[src/rtl/wave_generator.sv]
// Periodic waveform generator: a prescaler drives a phase accumulator, and the
// accumulator phase is shaped into sawtooth, ramp-down, triangle or square.
module wave_generator #(
  parameter int WIDTH     = 8,
  parameter int DIV_WIDTH = 16
) (
  input  logic                 clk,
  input  logic                 rst,
  input  logic                 en,
  input  logic                 clr,
  input  logic [1:0]           mode,
  input  logic [DIV_WIDTH-1:0] div,
  input  logic [WIDTH-1:0]     step,
  output logic [WIDTH-1:0]     wave,
  output logic                 wrap
);

  localparam logic [DIV_WIDTH-1:0] PRESC_ONE = {{(DIV_WIDTH-1){1'b0}}, 1'b1};

  logic [DIV_WIDTH-1:0] r_presc;
  logic [WIDTH-1:0]     r_acc;
  logic                 r_wrap_stg;

  logic                 w_tick;
  logic [WIDTH:0]       w_sum;
  logic [WIDTH-1:0]     w_tri;
  logic [WIDTH-1:0]     w_shape;

  // >= rather than == so a div lowered below the running count ends the period at once
  assign w_tick = en && (r_presc >= div);
  assign w_sum  = {1'b0, r_acc} + {1'b0, step};
  assign w_tri  = {r_acc[WIDTH-2:0], 1'b0};

  always_comb begin
    w_shape = r_acc;
    unique case (mode)
      2'b00: w_shape = r_acc;
      2'b01: w_shape = ~r_acc;
      2'b10: w_shape = r_acc[WIDTH-1] ? ~w_tri : w_tri;
      2'b11: w_shape = {WIDTH{r_acc[WIDTH-1]}};
      default: w_shape = r_acc;
    endcase
  end

  always_ff @(posedge clk or posedge rst) begin
    if (rst) begin
      r_presc    <= '0;
      r_acc      <= '0;
      r_wrap_stg <= 1'b0;
    end else if (clr) begin
      r_presc    <= '0;
      r_acc      <= '0;
      r_wrap_stg <= 1'b0;
    end else begin
      if (en) r_presc <= w_tick ? '0 : r_presc + PRESC_ONE;
      if (w_tick) r_acc <= w_sum[WIDTH-1:0];
      r_wrap_stg <= w_tick && w_sum[WIDTH];
    end
  end

  // Output stage: wrap is delayed alongside wave so both mark the same sample
  always_ff @(posedge clk or posedge rst) begin
    if (rst) begin
      wave <= '0;
      wrap <= 1'b0;
    end else begin
      wave <= w_shape;
      wrap <= r_wrap_stg;
    end
  end

endmodule

[config.mk]
export PLATFORM = sky130hd
export DESIGN_NAME = wave_generator
export DESIGN_NICKNAME = d
export VERILOG_FILES = /design/src/rtl/wave_generator.sv
export SDC_FILE = /design/constraint.sdc
export NUM_CORES = 1
export LEC_CHECK = 0
export CORE_ASPECT_RATIO = 1.5
export CORE_MARGIN = 5
export CORE_UTILIZATION = 45
export CTS_CLUSTER_SIZE = 10
export DETAILED_ROUTE_END_ITERATION = 7
export GPL_TIMING_DRIVEN = 0
export MAX_ROUTING_LAYER = met4
export PLACE_DENSITY = 0.71
export SYNTH_ARGS = -nofsm -noshare
export SYNTH_HDL_FRONTEND = slang
export SYNTH_SLANG_ARGS = --single-unit
[constraint.sdc]
create_clock -name clk -period 2.8 [get_ports clk]
set_input_delay 0.42 -clock clk [delete_from_list [all_inputs] [get_ports clk]]
set_output_delay 0.42 -clock clk [all_outputs]
set_load 0.02 [all_outputs]
Word-level counts from Yosys, hierarchy flattened
Cells that the tools add are included.
{"block": "word_totals", "ff_bits": 34, "out_inout_bits": 9, "wordCells": 26}
{"block": "classes", "add_sub_neg": 2, "order_cmp": 1, "n_eq_ne": 3, "n_mux": 8, "bitwise_logic": 2, "n_reduce_logical": 5}
{"operator": "16-bit 2-to-1 mux", "n": 3}
{"operator": "8-bit one-hot mux with 4 select lines", "n": 1}
{"operator": "8-bit 2-to-1 mux", "n": 3}
{"operator": "16-bit by 1-bit adder with 16-bit output (second input constant)", "n": 1}
{"operator": "16-bit >= comparator", "n": 1}
{"operator": "8-bit NOT", "n": 2}
{"operator": "8-bit by 8-bit adder with 9-bit output", "n": 1}
{"operator": "2-bit equality test (second input constant)", "n": 2}
{"operator": "2-bit nonzero test", "n": 2}
{"operator": "2-bit by 1-bit equality test with 1-bit output (second input constant)", "n": 1}
{"operator": "1-bit logical AND", "n": 2}
{"operator": "2-bit logical NOT", "n": 1}
{"operator": "1-bit 2-to-1 mux", "n": 1}

Longest topological paths before layout
{"block": "depth", "depth_word": 5, "depth_mapped": 8}

Worst setup path before layout
OpenSTA, ideal clock, no wires.
{"block": "synth_path", "path_kind": "input to register", "startpoint": "input port div[15]", "endpoint": "register r_acc[0]", "setup_time_ns": 0.067, "arrival_ns": 1.847, "required_ns": 2.733, "slack_ns": 0.886, "cell_stages": 7, "cell_sequence": "inv_1 ha_1 and4_4 nand2_2 nand4b_4 a311oi_4 a22o_1"}
{"block": "synth_between", "elab_chain_cells": 3}
{"item": "start: declaration", "line": "12", "rtl": "input logic [DIV_WIDTH-1:0] div,"}
{"item": "16-bit >= comparator", "line": "30", "rtl": "assign w_tick = en && (r_presc >= div);"}
{"item": "1-bit logical AND", "line": "30"}
{"item": "2-bit nonzero test (no line)"}
{"item": "end signal: assignment", "line": "56", "rtl": "if (w_tick) r_acc <= w_sum[WIDTH-1:0];"}
{"item": "end: declaration", "line": "21", "rtl": "logic [WIDTH-1:0] r_acc;"}
No other way between the ends.
A chain may end at the register's enable or synchronous reset.

Worst setup path in the final report
{"block": "layout_path", "startpoint": "input port div[5]", "endpoint": "register r_acc[5]"}
Same word-level chain as after synthesis.

==> results.json <==
{
  "outcome": "completed",
  "viasPerCell": 5.303,
  "dieArea_um2": 6971,
  "switching_share_pct": 23.08,
  "slew_headroom_pct": 52.47,
  "nets": 353,
  "dp_hpwl_mm": 3.641,
  "final_common_cell": "clkdlybuf4s50_1",
  "p_comb_share_pct": 13.9,
  "start_util_pct": 46.47,
  "grt_max_degree": 35,
  "switching_power_uw": 284.7,
  "grt_pass1_vias": 1776,
  "synthCells": 254,
  "cts_resized": 0,
  "coreArea_um2": 5205,
  "rows": 32,
  "portBuffers": 36,
  "vias": 1941,
  "seqCellArea_um2": 850.8,
  "finClkSkew_ps": 7.344,
  "arrival_ps": 2650,
  "htreeDepth": 2,
  "holdCritPathClass": "flip-flop to flip-flop",
  "setup_viol": 0,
  "clock-sinks": 34,
  "hold_viol": 0,
  "yosysWarnings": 0,
  "drt_iter0_markers": 108,
  "grt_usage_pct": 14.53,
  "max-vdd-ir-drop_mv": 0.3077,
  "end_kind": "flip-flop",
  "final_max_slew_viol_count": 0,
  "die_x_um": 69.86,
  "tns_ps": 0,
  "utilization_pct": 57.67,
  "multi_input_area_um2": 1433,
  "first_pass_iters": 4,
  "p_leak_nw": 1.389,
  "antenna_found_initial": 0,
  "syn-num-nets": 310,
  "dp.cells": 358,
  "worst_slack_ps": 370.9,
  "synthDominantCellAreaShare_pct": 35.18,
  "clockPowerShare_pct": 44.6,
  "tightest_slew_ps": 711.9,
  "drc": 0,
  "crit_fanout": 9,
  "critical_path_class": "input port to flip-flop",
  "worstPathRequired_ps": 3020,
  "post_cts_buffers": 0,
  "ys.flop_type": "dfrtp_1",
  "final.min_clock_period_ps": 2429,
  "synth.area.top_cells": "dfrtp_1 35%, ha_1 13%, xnor2_1 6.5%, nor2b_1 3.6%, nor2_1 3.6%",
  "ant_nets": 0,
  "grt_pass1_wl_mm": 8.086,
  "ctsHoldBuffers": 0,
  "crit_path_start_kind": "input port",
  "drive_gt1_share_pct": 7.383,
  "finalCritPeriodShare_pct": 86.75,
  "grt_setup_unrepaired": "false",
  "antenna_cells": 0,
  "stdcell_count": 366,
  "power_density_nw_per_um2": 410.9,
  "r2r-start": "r_presc[5]$_DFFE_PP0P_",
  "area_growth_pct": 24.11,
  "postSynthAreaPerCell_um2": 9.522,
  "cts_buffers": 5,
  "yosysUniqueCellTypes": 46,
  "routedWlPerCell_um": 12.90,
  "place_congestion": 0.8378,
  "seqPwrFrac_pct": 41.5,
  "async_reset_ff_share_pct": 100.0,
  "min_from": "r_wrap_stg$_DFF_PP0_",
  "netlist_area_um2": 2419,
  "grt-ovfl-total": 0,
  "maxCapViolations": 0,
  "clock.fmax_ghz": 0.4117,
  "clkTransAtPathRegs_ps": 70,
  "mostFrequentLayoutCells": "36 x clkdlybuf4s50_1, 34 x dfrtp_1, 25 x ha_1, 23 x nor2_1, 21 x inv_1",
  "die_h_um": 99.79,
  "synth-seq-area-share_pct": 35.18,
  "p_int_uw": 948.6,
  "ys_seq_elements": 34,
  "cts_tree": "done",
  "clock-root-buffer": "clkbuf_8",
  "synth_edf_count": 0,
  "wirelength_mm": 4.721,
  "num-fill-cells": 506,
  "finalPower_mw": 1.233,
  "startpoint": "div[5]",
  "synth_top_area_cell": "dfrtp_1",
  "pre_cts_ws_ps": 99.04,
  "clockBufferDepth": 2,
  "io_pins": 39,
  "clk_latency_ps": 280
}
synth_stat cells (2+ instances only):
| master | instances |
|---|---|
| clkbuf_1 | 3 |
| o221ai_1 | 2 |
| o21a_1 | 4 |
| nand2b_1 | 4 |
| o21ai_0 | 8 |
| nor2b_1 | 14 |
| and3_1 | 5 |
| mux2i_1 | 2 |
| nand4_1 | 2 |
| and4_1 | 2 |
| a31oi_1 | 2 |
| nand3_1 | 6 |
| inv_1 | 22 |
| ha_1 | 25 |
| nor3_1 | 9 |
| a22o_1 | 8 |
| nand2_1 | 12 |
| xnor2_1 | 18 |
| buf_6 | 2 |
| dfrtp_1 | 34 |
| a21oi_1 | 17 |
| nor2_1 | 23 |
| xor2_1 | 6 |
| o2111ai_1 | 2 |
stage by stage:
| step | cell area [µm²] | hold WS (ps) |
|---|---|---|
| 2_1_floorplan | 2419 | 331.2 |
| 3_3_place_gp | 2864 | 344.5 |
| 3_5_place_dp | 2864 | 338.0 |
| 4_1_cts | 3002 | 365.4 |
| 5_1_grt | 3002 | 396.1 |
| 6_report | 3002 | 367.9 |
state kept, by name, indices dropped and copies added, names as in the netlist:
signal	count
wave	8
wrap	1
r_wrap_stg	1
r_acc	8
r_presc	16
kinds of logic after synthesis:
kind of cell	after synthesis	share of synthesized area [%]
AOI/OAI and AO/OA	55	17.12
buffers and inverters	29	5.587
adders and majority gates	26	13.76
DFF	34	35.18
xor gates and xnor gates	24	8.691
muxes	2	0.8278
and+or+nand+nor	84	18.83
worst max-delay path, cell delays in order:
cell and delay (ps):
clkdlybuf4s50_1 450, inv_1 40, ha_1 280, a21oi_1 60, o21ai_0 320, nand3_1 300, a311oi_4 580, a22o_1 200
power by group through the flow:
stage	combinational, mW	sequential (mW)	clock (mW)
detailed placement	0.174	0.522	0
global route	0.195	0.514	0.582
global placement	0.169	0.521	0
floorplan	0.0909	0.529	0
finish	0.172	0.512	0.550
CTS	0.174	0.512	0.555
per-layer routing:
metal | vias to the layer above | share of wire (%) | track usage, %
li1 | 985 | - | -
met1 | 899 | 44 | 17.39
met2 | 50 | 50 | 24.54
met3 | 7 | 4.7 | 2.906
met4 | 0 | 1.7 | 4.720
met5 | - | 0 | -
cell type report:
class	instances	area share, %
Clock buffer	5	2.293
Clock inverter	3	2.293
Multi-Input combinational cell	191	47.73
Tap cell	68	2.835
Sequential cell	34	28.35
Timing Repair Buffer	36	12.01
Inverter	22	2.751
Buffer	7	1.751
final timing paths:
kind / cells after the start / slack, ps / to
max: 8 / 370 / r_acc[5]$_DFFE_PP0P_
min: 0 / 370 / wrap$_DFF_PP0_
max reg2reg: 6 / 510 / r_acc[5]$_DFFE_PP0P_
min reg2reg: 0 / 370 / wrap$_DFF_PP0_
max in group asynchronous: 2 / 1770 / r_presc[10]$_DFFE_PP0P_
min in group asynchronous: 2 / 570 / r_presc[6]$_DFFE_PP0P_
Power figures use the tool's default switching activity.
